==> src/rtl/fir_result_reader_pkg.sv <==
// fir_result_reader_pkg: shared FIR word sizes, normalization constants, reader FSM states
package fir_result_reader_pkg;
  localparam int INPUT_WORD_SIZE  = 8;
  localparam int OUTPUT_WORD_SIZE = INPUT_WORD_SIZE + 8;
  localparam int ROUND            = 128;
  localparam int NORM_SHIFT       = 8;
  typedef enum logic [1:0] {ST_IDLE, ST_SETTLE, ST_RUN} state_t;
  // Round half up, then clamp anything that no longer fits the input word.
  function automatic logic [INPUT_WORD_SIZE-1:0] normalize(input logic [OUTPUT_WORD_SIZE-1:0] x);
    logic [OUTPUT_WORD_SIZE:0] s;
    logic [OUTPUT_WORD_SIZE-NORM_SHIFT:0] q;
    s = {1'b0, x} + (OUTPUT_WORD_SIZE+1)'(ROUND);
    q = s[OUTPUT_WORD_SIZE:NORM_SHIFT];
    return q[INPUT_WORD_SIZE] ? '1 : q[INPUT_WORD_SIZE-1:0];
  endfunction
endpackage

==> src/rtl/fir_result_reader_if.sv <==
// fir_result_reader_if: ready/valid output stream of the result reader
interface fir_result_reader_if #(parameter int W = fir_result_reader_pkg::INPUT_WORD_SIZE);
  logic [W-1:0] m_data_out;
  logic         m_valid_out;
  logic         m_ready_in;
  modport master (output m_data_out, output m_valid_out, input m_ready_in);
  modport slave  (input m_data_out, input m_valid_out, output m_ready_in);
endinterface

==> src/rtl/fir_result_reader_fifo.sv <==
// fir_sync_fifo: first-word-fall-through FIFO with occupancy and sticky drop flag
module fir_sync_fifo #(
  parameter int W     = 8,
  parameter int DEPTH = 8
) (
  input  logic                     clk,
  input  logic                     rst,
  input  logic                     i_wr,
  input  logic [W-1:0]             i_wdata,
  input  logic                     i_rd,
  output logic [W-1:0]             o_rdata,
  output logic                     o_valid,
  output logic [$clog2(DEPTH):0]   o_level,
  output logic                     o_overflow
);
  localparam int AW = $clog2(DEPTH);
  logic [W-1:0]  r_mem [DEPTH];
  logic [AW-1:0] r_wptr, r_rptr;
  logic [AW:0]   r_level;
  logic          r_ovf;
  logic          w_pop, w_push, w_full;
  // A pop frees the slot in the same edge, so a full FIFO still accepts the write.
  assign w_pop      = i_rd && (r_level != '0);
  assign w_full     = r_level == (AW+1)'(DEPTH);
  assign w_push     = i_wr && (!w_full || w_pop);
  assign o_valid    = r_level != '0;
  assign o_rdata    = o_valid ? r_mem[r_rptr] : '0;
  assign o_level    = r_level;
  assign o_overflow = r_ovf;
  always_ff @(posedge clk) begin
    if (rst) begin
      r_wptr  <= '0;
      r_rptr  <= '0;
      r_level <= '0;
      r_ovf   <= 1'b0;
    end else begin
      r_wptr  <= w_push ? r_wptr + AW'(1) : r_wptr;
      r_rptr  <= w_pop ? r_rptr + AW'(1) : r_rptr;
      r_level <= r_level + (AW+1)'(w_push) - (AW+1)'(w_pop);
      r_ovf   <= r_ovf | (i_wr && !w_push);
    end
  end
  always_ff @(posedge clk) begin
    if (w_push) r_mem[r_wptr] <= i_wdata;
  end
endmodule

==> src/rtl/fir_result_reader.sv <==
// fir_result_reader: discards filter settling outputs, decimates, normalizes and buffers FIR results
module fir_result_reader import fir_result_reader_pkg::*; #(
  parameter int DECIM      = 4,
  parameter int FIFO_DEPTH = 8,
  parameter int SETTLE     = 8
) (
  input  logic                          clk_in,
  input  logic                          rst_in,
  input  logic                          en_in,
  input  logic [OUTPUT_WORD_SIZE-1:0]   fir_data_in,
  fir_result_reader_if.master           m_if,
  output logic                          overflow_out,
  output logic [$clog2(FIFO_DEPTH):0]   level_out
);
  localparam int SW = $clog2(SETTLE + 1);
  localparam int PW = $clog2(DECIM + 1);
  state_t                     r_state, w_next;
  logic [SW-1:0]              r_cnt;
  logic [PW-1:0]              r_phase;
  logic                       r_wr;
  logic [INPUT_WORD_SIZE-1:0] r_wdata;
  logic                       w_keep;
  // The enabling IDLE cycle is the first discarded output, so SETTLE spans SETTLE-1 cycles.
  always_comb begin
    w_next = r_state;
    if (!en_in) w_next = ST_IDLE;
    else if (r_state == ST_IDLE) w_next = (SETTLE <= 1) ? ST_RUN : ST_SETTLE;
    else if (r_state == ST_SETTLE && r_cnt == SW'(SETTLE - 2)) w_next = ST_RUN;
  end
  assign w_keep = en_in && (r_state == ST_RUN) && (r_phase == '0);
  always_ff @(posedge clk_in) begin
    if (rst_in) begin
      r_state <= ST_IDLE;
      r_wr    <= 1'b0;
    end else begin
      r_state <= w_next;
      r_wr    <= w_keep;
    end
    r_wdata <= normalize(fir_data_in);
  end
  always_ff @(posedge clk_in) begin
    if (rst_in || w_next == ST_IDLE) begin
      r_cnt   <= '0;
      r_phase <= '0;
    end else begin
      r_cnt   <= (r_state == ST_SETTLE) ? r_cnt + SW'(1) : r_cnt;
      r_phase <= (r_state != ST_RUN || r_phase == PW'(DECIM - 1)) ? '0 : r_phase + PW'(1);
    end
  end
  fir_sync_fifo #(.W(INPUT_WORD_SIZE), .DEPTH(FIFO_DEPTH)) u_fifo (
    .clk        (clk_in),
    .rst        (rst_in),
    .i_wr       (r_wr),
    .i_wdata    (r_wdata),
    .i_rd       (m_if.m_ready_in),
    .o_rdata    (m_if.m_data_out),
    .o_valid    (m_if.m_valid_out),
    .o_level    (level_out),
    .o_overflow (overflow_out)
  );
endmodule

==> src/flat_wrapper.sv <==
// flat-port wrapper written by rule: the top's interface ports become plain ports
module fir_result_reader_flat import fir_result_reader_pkg::*;
#(
  parameter int DECIM      = 4,
  parameter int FIFO_DEPTH = 8,
  parameter int SETTLE     = 8
)
  (clk_in, rst_in, en_in, fir_data_in, overflow_out, level_out, m_if_m_data_out, m_if_m_valid_out, m_if_m_ready_in);
  fir_result_reader_if m_if_i ();
  input  logic clk_in;
  input  logic rst_in;
  input  logic en_in;
  input  logic [OUTPUT_WORD_SIZE-1:0] fir_data_in;
  output logic overflow_out;
  output logic [$clog2(FIFO_DEPTH):0] level_out;
  output wire logic [$bits(m_if_i.m_data_out)-1:0] m_if_m_data_out;
  output wire logic [$bits(m_if_i.m_valid_out)-1:0] m_if_m_valid_out;
  input wire logic [$bits(m_if_i.m_ready_in)-1:0] m_if_m_ready_in;
  assign m_if_m_data_out = m_if_i.m_data_out;
  assign m_if_m_valid_out = m_if_i.m_valid_out;
  assign m_if_i.m_ready_in = m_if_m_ready_in;
  fir_result_reader #(.DECIM(DECIM), .FIFO_DEPTH(FIFO_DEPTH), .SETTLE(SETTLE)) u_core (.clk_in(clk_in), .rst_in(rst_in), .en_in(en_in), .fir_data_in(fir_data_in), .m_if(m_if_i), .overflow_out(overflow_out), .level_out(level_out));
endmodule
==> config.mk <==
export PLATFORM = sky130hd
export DESIGN_NAME = fir_result_reader_flat
export DESIGN_NICKNAME = d
export VERILOG_FILES = /design/src/rtl/fir_result_reader_pkg.sv /design/src/rtl/fir_result_reader_if.sv /design/src/rtl/fir_result_reader_fifo.sv /design/src/rtl/fir_result_reader.sv /design/src/flat_wrapper.sv
export SDC_FILE = /design/constraint.sdc
export NUM_CORES = 1
export LEC_CHECK = 0
export BUFFER_PORTS_ARGS = -buffer_cell sky130_fd_sc_hd__buf_2
export CELL_PAD_IN_SITES_DETAIL_PLACEMENT = 1
export CELL_PAD_IN_SITES_GLOBAL_PLACEMENT = 1
export CORE_ASPECT_RATIO = 0.9
export CORE_UTILIZATION = 45
export DETAILED_ROUTE_END_ITERATION = 8
export PLACE_DENSITY = 0.76
export SLEW_MARGIN = 20
export SYNTH_ARGS = -nofsm -noshare
export SYNTH_HDL_FRONTEND = slang
export SYNTH_SLANG_ARGS = --single-unit
==> constraint.sdc <==
create_clock -name clk_in -period 5.1 [get_ports clk_in]
set_input_delay 0.255 -clock clk_in [delete_from_list [all_inputs] [get_ports clk_in]]
set_output_delay 0.255 -clock clk_in [all_outputs]
set_load 0.05 [all_outputs]
Word-level counts from Yosys, hierarchy flattened:

Memory sizes are Yosys's and may differ from the RTL's. A register that Yosys moved wholly into a read port is not among the register bits.
Index checks and enable logic that the tools add are counted.
W data, S select, Z words.

* add/subtract/negate cells: 7
* equality and inequality tests: 6
* multiplexer cells: 8
* bitwise logic cells: 1
* reductions and logical operators: 16

Operators by type and width (count)
* $add A16 B8 Y17 const B: 1
* $add A3 B1 Y3 const B: 3
* $mux W8: 1
* $logic_and A1 B1 Y1: 6
* $mux W2: 3
* $mux W3: 2
* $add A4 B1 Y4: 1
* $add A4 B1 Y4 const B: 1
* $eq A4 B3 Y1 const B: 1
* $eq A4 B4 Y1 const B: 1
* $logic_not A2 Y1: 2
* $reduce_bool A4 Y1: 1
* $sub A4 B1 Y4: 1
* $eq A3 B2 Y1 const B: 1
* $logic_not A3 Y1: 1
* $logic_or A1 B1 Y1: 3
* $eq A2 B1 Y1 const B: 1
* $eq A2 B2 Y1 const B: 1
* $logic_not A1 Y1: 2
* $mux W1: 2
* $ne A2 B2 Y1 const B: 1
* $reduce_or A2 Y1: 1
* $or A1 B1 Y1: 1

* flip-flop bits (word level): 29
* memory bits (writable): 64
* bits of input ports: 20
* output and inout bits: 14
* logic and storage cells: 48
* memories: 1

Memory list
* u_core.u_fifo.r_mem: depth 8, bits a word 8, rd ports 1, clocked after memory_dff 1, write ports 1, line fir_result_reader_fifo.sv:17 `logic [W-1:0] r_mem [DEPTH];`

Depth between registers and ports, before layout:

* depth in word-level cells: 8
* depth in mapped cells: 10
* depth with buffers taken out: 10

Modules after synthesis:

A second synthesis with hierarchy kept.

* cells, all modules: 263
* area total of the unflattened synthesis: 4018.9 µm²

By module, submodules not included
* fir_sync_fifo: times used 1, cells each 182, area an instance 3225.6 µm²
* fir_result_reader: times used 1, cells each 81, area an instance 793.3 µm²

Worst setup path after synthesis:

No wires, ideal clock.

* kind: flip-flop to flip-flop
* start: reg u_core.u_fifo.r_level[2], in the netlist u_core.u_fifo.o_level[2]
* end: mem u_core.u_fifo.r_mem[2][0], enable pin
* library setup time: 0.398 ns
* data arrival time: 2.340 ns
* required time: 4.702 ns
* path slack: 2.362 ns
* cell stages (with the launch flop): 6
* buffers on the path: 0
* period minus slack after synthesis: 2.738 ns
* cell sequence: dfxtp_1 > inv_1 > ha_1 > nor2b_1 > o31ai_2 > nor4b_1

* longest elaborated chain between the ends: 6
* elaborated cells on any way between the ends: 8
* those cells by class: eq/ne: 1; mux: 2; reduce/logical: 5

RTL lines
* start: declaration: line fir_result_reader_fifo.sv:19 `logic [AW:0] r_level;`
* start signal: assignment: line fir_result_reader_fifo.sv:39 `r_level <= r_level + (AW+1)'(w_push) - (AW+1)'(w_pop);`
* $eq A4 B4 Y1 / $reduce_bool A4 Y1 (equally long branches): line fir_result_reader_fifo.sv:24, fir_result_reader_fifo.sv:23
* $logic_not A1 Y1 / $logic_and A1 B1 Y1 (equally long branches): line fir_result_reader_fifo.sv:25, fir_result_reader_fifo.sv:23
* $logic_or A1 B1 Y1 *: line fir_result_reader_fifo.sv:25 `assign w_push = i_wr && (!w_full || w_pop);`
* $logic_and A1 B1 Y1 *: line fir_result_reader_fifo.sv:25
* $mux W1 *: line fir_result_reader_fifo.sv:44 `if (w_push) r_mem[r_wptr] <= i_wdata;`
* $mux W1 (implied by the code) *: line fir_result_reader_fifo.sv:44
* end: declaration: line fir_result_reader_fifo.sv:17

Every way passes the cells marked *; elsewhere a longest branch is shown, timed or not.

==> results.json <==
{
  "max_freq_mhz": 371.0,
  "cap_violations": 0,
  "hold_viol": 0,
  "power.share.combinational": 0.292,
  "yosys_most_used_dff": "edfxtp_1",
  "grt-ovfl-total": 0,
  "io_buffers": 26,
  "rsz0062_at_grt": "no",
  "htreeDepth": 3,
  "async_flop_share": 0,
  "holdCritPathClass": "in2reg",
  "drtIter0Drc": 96,
  "synth_area_sq_um": 4023,
  "power.share.sequential": 0.462,
  "clockBufferDepth": 2,
  "fin_crit_ps": 2696,
  "ys_seq_elements": 96,
  "clock_sinks": 96,
  "num_antenna_cells": 0,
  "initial_utilization": 0.4673,
  "syn_nets": 300,
  "die_area_sq_um": 9322,
  "synthToLayoutAreaGrowth_pct": 11.76,
  "die_h_um": 91.70,
  "cp-start-kind": "register",
  "grt_pass1_wl_mm": 12.01,
  "io_pins": 34,
  "switching_share": 0.3543,
  "tns_ps": 0,
  "avgSynthCellArea_sq_um": 15.12,
  "setup_viol": 0,
  "synth_edf_count": 64,
  "clock_skew_ps": 15.54,
  "clk_pin_slew_ps": 90,
  "die-width_um": 101.7,
  "ys_warn_count": 0,
  "p_int_w": 0.001289,
  "drc": 0,
  "ys_types": 51,
  "synth_seq_area_share": 0.6370,
  "grtUsageTotal": 0.1761,
  "grt_max_degree": 20,
  "via_per_inst": 5.362,
  "cp-end-kind": "primary output",
  "fillerInstances": 870,
  "hold_buffers": 0,
  "vias": 2284,
  "switchingPower_w": 0.0007074,
  "post-route-period-util": 0.5286,
  "final_cell_mix": "edfxtp_1, dfxtp_1, buf_2, inv_1, nor2_1",
  "num_rows": 32,
  "final_common_cell": "edfxtp_1",
  "critPathArrivalTime_ps": 2440,
  "cts_tree": "done",
  "holdPathStages": 2,
  "synthCells": 266,
  "ctsRootBufferMaster": "clkbuf_8",
  "dp_cells": 410,
  "ant_nets": 0,
  "critPathRequiredTime_ps": 4850,
  "wl_mm": 7.518,
  "slew_headroom": 0.3924,
  "num-nets-final": 336,
  "firstDrtPassIters": 4,
  "clockPowerShare": 0.245,
  "fin_cells": 426,
  "power_density_nw_per_um2": 444.1,
  "path_class": "reg2out",
  "final_max_slew_viol_count": 0,
  "cts_inserted_buffers": 9,
  "r2r_cells": 9,
  "vdd_drop_max_mv": 0.1634,
  "grt_pass1_vias": 2387,
  "antenna_found_initial": 0,
  "p_leak_nw": 1.611,
  "core_area_sq_um": 8608,
  "cts_resized": 0,
  "wl_per_cell_um": 17.65,
  "status": "complete, no violations",
  "drive_above_1_share": 0.1889,
  "clk_latency_ps": 360,
  "tightest_slew_ps": 910.1,
  "dp_hpwl_mm": 5.141,
  "crit_fanout": 16,
  "place_congestion": 0.6729,
  "post_cts_buffers": 0
}
per-layer routing:
| metal | up-vias | global-route usage | part of all wire |
|---|---|---|---|
| met1 | 1139 | 0.2210 | 0.47 |
| met4 | 0 | 0.07971 | 0.017 |
| met3 | 14 | 0.03049 | 0.019 |
| met5 | - | 0 | 0 |
| li1 | 1101 | - | - |
| met2 | 30 | 0.2962 | 0.50 |
worst paths after layout:
kind              slack [ps]                startpoint                  endpoint
hold / removal           130           fir_data_in[12]         u_core.r_wdata[4]
setup / recovery        2400                  register        m_if_m_data_out[3]
hold reg to reg          430         u_core.r_phase[2]               u_core.r_wr
setup reg to reg        2570  u_core.u_fifo.o_level[2]  u_core.u_fifo.o_level[3]
power by group through the flow:
stage	logic, W	registers (W)	clock network (W)
after floorplan	0.000446	0.000953	0
after global placement	0.000567	0.000939	0
after detailed placement	0.000585	0.000942	0
after CTS	0.000591	0.000925	0.000502
after global routing	0.000628	0.000932	0.000526
final	0.000583	0.000923	0.000490
worst max-delay path, stage by stage (launching register included):
cell and delay (ps):
dfxtp_1 930, mux4_1 680, a22o_1 260, buf_2 210
flip-flops by register name (all words and copies together), names as in the netlist, named ones only:
name,count
u_core.u_fifo.r_mem,64
u_core.r_wdata,8
u_core.r_cnt,4
u_core.u_fifo.o_level,4
u_core.r_phase,3
u_core.u_fifo.r_rptr,3
u_core.u_fifo.r_wptr,3
u_core.r_state,2
u_core.r_wr,1
u_core.u_fifo.o_overflow,1
cells in the mapped netlist, drive strengths merged, types with 2 or more instances:
master  count  area [sq um]
edfxtp     64          1922
dfxtp      32         640.6
inv        17         63.81
mux4       16         409.1
nor2       16         60.06
ha         13         162.7
a21oi       9         45.04
a22o        8         70.07
nand2       7         26.28
nand2b      7         43.79
buf         6         50.04
nor2b       6         37.54
nand3       5         25.02
nor4b       5         43.79
or3         4         25.02
a31oi       3         18.77
clkbuf      3         11.26
mux2        3         33.78
nor3        3         15.01
nor4        3         18.77
o21ai       3         15.01
xor2        3         26.28
a311oi      2         17.52
a31o        2         17.52
a41oi       2         17.52
and2        2         12.51
and3        2         12.51
nand4       2         12.51
o31ai       2         20.02
xnor2       2         17.52
cell families (layout without fill, tap and decap cells):
group                      count (synthesis)  count (layout)  share of synthesized area
AOI/OAI and AO/OA                         38              38                    0.06906
adders and majority gates                 14              14                    0.04541
buffers and inverters                     26              67                    0.03110
xor gates and xnor gates                   5               5                    0.01089
and+or+nand+nor                           67              67                    0.09393
muxes                                     20              20                     0.1126
DFF                                       96              96                     0.6370
metrics by stage:
| stage | hold slack [ps] | area (sq um) | total power (W) | worst slack [ps] | util |
|---|---|---|---|---|---|
| after floorplan | 346.3 | 4023 | 0.001399 | 2362 | - |
| after global placement | 418.5 | 4300 | 0.001506 | 2676 | 0.4996 |
| after detailed placement | 424.5 | 4300 | 0.001528 | 2578 | 0.4996 |
| after CTS | 117.9 | 4496 | 0.002018 | 2327 | 0.5222 |
| after global routing | 135.3 | 4496 | 0.002086 | 2254 | 0.5222 |
| final | 134.2 | 4496 | 0.001996 | 2404 | 0.5222 |
cell type report:
cell class                      instances  area (sq um)  area share
Timing Repair Buffer                   34         190.2     0.04230
Multi-Input combinational cell        144          1335      0.2970
Clock inverter                          6         67.56     0.01503
Clock buffer                           10         127.6     0.02839
Inverter                               17         63.81     0.01419
Sequential cell                        96          2562      0.5700
Tap cell                              119         148.9     0.03312
No activity file was read; power rests on OpenSTA's default activity.
